## src/rtl/riscv_mem_pkg.sv

```systemverilog
// Shared encodings for the unified-memory port: FSM states,
// grant owner, RV32I load/store size codes and byte-enable shapes.
package riscv_mem_pkg;

    typedef enum logic [2:0] {
        S_IDLE  = 3'd0,
        S_ISSUE = 3'd1,
        S_WAIT  = 3'd2,
        S_DONE  = 3'd3,
        S_ERR   = 3'd4
    } state_t;

    typedef enum logic {
        G_IF = 1'b0,
        G_D  = 1'b1
    } grant_t;

    localparam logic [2:0] F3_LB  = 3'b000;
    localparam logic [2:0] F3_LH  = 3'b001;
    localparam logic [2:0] F3_LW  = 3'b010;
    localparam logic [2:0] F3_LBU = 3'b100;
    localparam logic [2:0] F3_LHU = 3'b101;

    localparam logic [3:0] BE_BYTE = 4'b0001;
    localparam logic [3:0] BE_HALF = 4'b0011;
    localparam logic [3:0] BE_WORD = 4'b1111;

endpackage

```

## src/rtl/lsu_lane_align.sv

```systemverilog
// Byte-lane steering for the memory port: enables, store replication,
// load shift/extend and the misaligned/illegal-size flag.
module lsu_lane_align
    import riscv_mem_pkg::*;
(
    input  logic [2:0]  i_funct3,
    input  logic [1:0]  i_addr_lo,
    input  logic [31:0] i_wdata,
    input  logic [31:0] i_rdata,
    output logic [3:0]  o_be,
    output logic [31:0] o_wdata,
    output logic [31:0] o_rdata,
    output logic        o_bad
);

    logic [4:0]  w_shamt;
    logic [31:0] w_word;
    logic        w_sext;

    always_comb begin
        w_shamt = 5'd0;
        w_word  = i_rdata;
        w_sext  = ~i_funct3[2];
        o_be    = BE_WORD;
        o_wdata = i_wdata;
        o_rdata = i_rdata;
        o_bad   = 1'b0;
        case (i_funct3)
            F3_LB, F3_LBU: begin
                w_shamt = {i_addr_lo, 3'b000};
                w_word  = i_rdata >> w_shamt;
                o_be    = BE_BYTE << i_addr_lo;
                o_wdata = {4{i_wdata[7:0]}};
                o_rdata = {{24{w_sext & w_word[7]}}, w_word[7:0]};
            end
            F3_LH, F3_LHU: begin
                // halfword lane is picked by addr[1]; addr[0] must be clear
                w_shamt = {i_addr_lo[1], 4'b0000};
                w_word  = i_rdata >> w_shamt;
                o_be    = BE_HALF << {i_addr_lo[1], 1'b0};
                o_wdata = {2{i_wdata[15:0]}};
                o_rdata = {{16{w_sext & w_word[15]}}, w_word[15:0]};
                o_bad   = i_addr_lo[0];
            end
            F3_LW: begin
                o_bad = |i_addr_lo;
            end
            default: begin
                o_bad = 1'b1;
            end
        endcase
    end

endmodule

```

## src/rtl/mem_port_arbiter.sv

```systemverilog
// Shares the single-ported unified memory between instruction fetch
// and load/store, one transaction at a time with round-robin ties.
module mem_port_arbiter
    import riscv_mem_pkg::*;
#(
    parameter int unsigned AW      = 12,
    parameter int unsigned MEM_LAT = 1
) (
    input  logic          CLK,
    input  logic          RST,
    input  logic          if_req,
    input  logic [AW-1:0] if_addr,
    output logic          if_ack,
    output logic [31:0]   if_rdata,
    input  logic          d_req,
    input  logic          d_we,
    input  logic [2:0]    d_funct3,
    input  logic [AW-1:0] d_addr,
    input  logic [31:0]   d_wdata,
    output logic          d_ack,
    output logic          d_err,
    output logic [31:0]   d_rdata,
    output logic          mem_cs,
    output logic          mem_we,
    output logic [3:0]    mem_be,
    output logic [AW-1:0] mem_addr,
    output logic [31:0]   mem_wdata,
    input  logic [31:0]   mem_rdata,
    output logic          busy
);

    localparam logic [2:0] LAT_M1 = 3'(MEM_LAT - 1);

    state_t      r_state;
    grant_t      r_grant;
    grant_t      r_last;
    logic        r_we;
    logic [2:0]  r_f3;
    logic [1:0]  r_lo;
    logic [2:0]  r_cnt;

    logic          w_idle;
    logic          w_any;
    logic          w_pick_d;
    logic [2:0]    w_f3;
    logic [1:0]    w_lo;
    logic [AW-3:0] w_hi;
    logic [3:0]    w_be;
    logic [31:0]   w_wd_al;
    logic [31:0]   w_rd;
    logic          w_bad;

    assign w_idle = (r_state == S_IDLE);
    assign w_any  = if_req | d_req;
    assign busy   = ~w_idle;

    // In IDLE the aligner sees the winner's live fields so the
    // error check and lane setup happen on the grant edge itself.
    always_comb begin
        w_pick_d = d_req & (~if_req | (r_last == G_IF));
        w_hi     = w_pick_d ? d_addr[AW-1:2] : if_addr[AW-1:2];
        if (w_idle) begin
            w_f3 = w_pick_d ? d_funct3 : F3_LW;
            w_lo = w_pick_d ? d_addr[1:0] : if_addr[1:0];
        end else begin
            w_f3 = (r_grant == G_D) ? r_f3 : F3_LW;
            w_lo = (r_grant == G_D) ? r_lo : 2'b00;
        end
    end

    lsu_lane_align u_align (
        .i_funct3  (w_f3),
        .i_addr_lo (w_lo),
        .i_wdata   (d_wdata),
        .i_rdata   (mem_rdata),
        .o_be      (w_be),
        .o_wdata   (w_wd_al),
        .o_rdata   (w_rd),
        .o_bad     (w_bad)
    );

    always_ff @(posedge CLK) begin
        if (RST) begin
            r_state   <= S_IDLE;
            r_grant   <= G_IF;
            r_last    <= G_IF;
            r_we      <= 1'b0;
            r_f3      <= 3'b000;
            r_lo      <= 2'b00;
            r_cnt     <= 3'd0;
            if_ack    <= 1'b0;
            if_rdata  <= 32'd0;
            d_ack     <= 1'b0;
            d_err     <= 1'b0;
            d_rdata   <= 32'd0;
            mem_cs    <= 1'b0;
            mem_we    <= 1'b0;
            mem_be    <= 4'd0;
            mem_addr  <= '0;
            mem_wdata <= 32'd0;
        end else begin
            mem_cs    <= 1'b0;
            mem_we    <= 1'b0;
            mem_be    <= 4'd0;
            mem_addr  <= '0;
            mem_wdata <= 32'd0;
            if_ack    <= 1'b0;
            d_ack     <= 1'b0;
            d_err     <= 1'b0;
            unique case (r_state)
                S_IDLE: begin
                    if (w_any) begin
                        r_grant <= w_pick_d ? G_D : G_IF;
                        r_last  <= w_pick_d ? G_D : G_IF;
                        r_we    <= w_pick_d & d_we;
                        r_f3    <= d_funct3;
                        r_lo    <= w_lo;
                        if (w_pick_d && w_bad) begin
                            r_state <= S_ERR;
                            d_ack   <= 1'b1;
                            d_err   <= 1'b1;
                        end else begin
                            r_state   <= S_ISSUE;
                            mem_cs    <= 1'b1;
                            mem_we    <= w_pick_d & d_we;
                            mem_addr  <= {w_hi, 2'b00};
                            mem_be    <= w_be;
                            mem_wdata <= w_pick_d ? w_wd_al : 32'd0;
                        end
                    end
                end
                S_ISSUE: begin
                    if (r_we) begin
                        r_state <= S_DONE;
                        d_ack   <= 1'b1;
                    end else begin
                        r_state <= S_WAIT;
                        r_cnt   <= LAT_M1;
                    end
                end
                S_WAIT: begin
                    if (r_cnt == 3'd0) begin
                        r_state <= S_DONE;
                        if (r_grant == G_D) begin
                            d_ack   <= 1'b1;
                            d_rdata <= w_rd;
                        end else begin
                            if_ack   <= 1'b1;
                            if_rdata <= mem_rdata;
                        end
                    end else begin
                        r_cnt <= r_cnt - 3'd1;
                    end
                end
                S_DONE, S_ERR: begin
                    r_state <= S_IDLE;
                end
                default: begin
                    r_state <= S_IDLE;
                end
            endcase
        end
    end

endmodule

```

## config.mk

```make
export PLATFORM = sky130hd
export DESIGN_NAME = mem_port_arbiter
export DESIGN_NICKNAME = d
export VERILOG_FILES = /design/src/rtl/riscv_mem_pkg.sv /design/src/rtl/lsu_lane_align.sv /design/src/rtl/mem_port_arbiter.sv
export SDC_FILE = /design/constraint.sdc
export NUM_CORES = 1
export LEC_CHECK = 0
export BUFFER_PORTS_ARGS = -buffer_cell sky130_fd_sc_hd__buf_4
export CORE_MARGIN = 1.5
export CORE_UTILIZATION = 30
export DETAILED_ROUTE_END_ITERATION = 6
export PLACE_DENSITY = 0.52
export SYNTH_ARGS = -nofsm -noshare
export SYNTH_HDL_FRONTEND = slang
export SYNTH_SLANG_ARGS = --single-unit
```

## constraint.sdc

```tcl
create_clock -name CLK -period 3.55 [get_ports CLK]
set_input_delay 0.71 -clock CLK [delete_from_list [all_inputs] [get_ports CLK]]
set_output_delay 0.71 -clock CLK [all_outputs]
set_load 0.03 [all_outputs]
```

==> results.ini <==
[synth]
yosysUniqueCellTypes=75
avgSynthCellArea_um2=8.60
syn_inst=697
synth_area_leaders=dfxtp_1 43%, nand2_1 8.2%, a21oi_1 7.1%
synth.top_cell.area_share_pct=42.8
synth-edff-count=0
synth.most_common_cell=nand2_1
ys_seq_elements=128
yosys_warnings=0
netlist_area_um2=5990
ys_seq_area_share_pct=42.8
ys.flop_type=dfxtp_1
yosysTopAreaCell=dfxtp_1
ys_top_cells_by_count=131 x nand2_1, 128 x dfxtp_1, 85 x a21oi_1
ys_async_sr_fraction_pct=0

[route]
drt-wirelength-per-cell_um=18.1
drc_errors=0
num_vias=5840
drt_first_pass_iters=4
routed_wl_um=21100
drtIter0Drc=324
ant_nets=0
viasPerCell=5.00

[floorplanning]
fp.dieH_um=144
die-width_um=144
num_rows=51
start_util_pct=30.7
die_area_um2=20800
core_region_area_um2=19500
io_pins=214

[worst_setup_path]
start_kind=register
critPathMaxFanout=14
r2r-start=r_state[0]
rrSetupSlack_ps=870
cp.arrival_ps=2980
crit_type=register to register
cp-end-kind=register
worstPathRequired_ps=3850
rr_worst_depth=7
r2r_end=d_rdata[15]

[place]
dpl_cell_area_um2=7750
detailed_place_hpwl_um=15000
portBuffers=211
gp_congestion=0.823
dp_cells=1135
dp_slack_ps=729

[cells_and_area]
area_delta_synth_final_pct=40.0
final_util_pct=43.0
finalNonFillerCells=1167
final_cell_area_um2=8390
drive_above_1_share_pct=32.9
finalNetCount=987
diodes=0

[cts]
cts_resized=0
cts_tree=yes
ctsHtreeMaxLevel=4
cts_num_sinks=128
clkLatencyLatePin_ps=420
cts_buffers=17
post_cts_buffers=0
path_clk_slew_ps=60
ctsLongestPathBuffers=2
clock_tree.root_cell=clkbuf_16
ctsHoldBuffers=0

[sta]
fmax_ghz=0.374
finalCritPeriodShare_pct=75.4
hold_viol=0
fin_skew_ps=13.5
setup_ws_ps=873
setup_tns_ps=0
setup_violations=0
worst_pin_slew_ps=1090
slew_headroom_pct=26.5
drv_slew=0
post-route-min-period_ps=2680
rsz0062_at_grt=no

[worst_hold_path]
hp-class=register to register
hold_start=if_rdata[2]
hold_depth=2
holdPathEnd=if_rdata[2]

[global_route]
grt.total_usage_pct=20.2
antenna_found_initial=0
grt_max_degree=59
grt_pass1_vias=5641
grt-ovfl-total=0
grt_pass1_wl_um=32000

[power]
leakage_nw=3.61
p_per_area_nw_per_um2=835
irDropWorstVdd_v=0.000409

[outcome]
outcome=finished clean

[job]
drv_cap=0

[cells in the final DEF (no fill, tap or decap), types with 5 or more instances in the layout]
cell / n
clkbuf_16: 17
inv_1: 12
inv_6: 5
nor3_1: 17
a221o_1: 7
and3_1: 11
dfxtp_1: 128
a211oi_2: 8
nand2_1: 131
a211o_1: 17
nand3_1: 10
a211oi_1: 16
a21o_1: 8
a32o_1: 10
a21oi_1: 85
nor3b_1: 16
a22oi_1: 8
o211ai_1: 8
buf_4: 225
mux2i_1: 19
nor2_1: 54
[stage by stage]
step | power (mW) | hold WS, ps
3_5_place_dp | 5.12 | 448
6_report | 7.01 | 456
5_1_grt | 7.41 | 478
4_1_cts | 7.09 | 456
2_1_floorplan | 4.11 | 444
3_3_place_gp | 5.11 | 445
[final cells by class]
cell class	count	area (um2)
multi-input cells	504	3110
fillers	2044	11100
inverters	13	48.8
clock inverters	15	220
flip-flops and latches	128	2560
well taps	265	332
clock buffers	17	425
repair buffers	225	1690
[worst max-delay path by stage]
stage | start | end | cells after the start
finish | r_state[0] | d_rdata[15] | 7
global route | r_state[0] | d_rdata[15] | 7
CTS | r_state[0] | d_rdata[15] | 7
detailed placement | if_req | d_rdata[13] | 7
global placement | if_req | d_rdata[12] | 7
floorplan | d_req | d_rdata[14] | 7
[state kept, by name (all words and copies together) (netlist names)]
| signal | flops |
|---|---|
| if_ack | 1 |
| r_last | 1 |
| mem_we | 1 |
| r_lo | 2 |
| mem_addr | 10 |
| mem_be | 4 |
| r_state | 3 |
| r_cnt | 3 |
| r_we | 1 |
| mem_wdata | 32 |
| r_f3 | 3 |
| d_ack | 1 |
| d_rdata | 32 |
| if_rdata | 32 |
| mem_cs | 1 |
| d_err | 1 |
[routing by layer]
layer | routed length [um] | vias up | GRT usage [%]
li1 | - | 2878 | -
met2 | 9960 | 182 | 32.7
met5 | 0 | - | 0
met3 | 1670 | 21 | 6.23
met1 | 9160 | 2759 | 25.7
met4 | 295 | 0 | 6.75
[worst max-delay path, cell delays in order (launching register included)]
cell      delay (ps)
dfxtp_1          500
nor3_2           280
inv_2            180
nor3_4           360
nand2b_1         420
mux2_1           380
a221oi_1         340
nor4_2            90
[logic make-up (layout without fill, tap and decap cells)]
| group | after synthesis | after routing | synth area share, % |
|---|---|---|---|
| AND/OR/NAND/NOR | 267 | 267 | 20.9 |
| AO/OA/AOI/OAI | 208 | 208 | 26.0 |
| flip-flops | 128 | 128 | 42.8 |
| buffers and inverters | 66 | 270 | 5.49 |
| multiplexers | 23 | 23 | 4.11 |
| adder cells (fa/ha/maj) | 2 | 2 | 0.417 |
| XOR/XNOR | 2 | 2 | 0.292 |
| other | 1 | 2 | 0.0626 |
[where the power goes]
part | switching, mW | internal (mW) | total [mW]
Clock | 0.740 | 1.20 | 1.94
Sequential | 0.208 | 1.75 | 1.95
Combinational | 2.05 | 1.06 | 3.12
No activity file was read; power rests on OpenSTA's default activity.
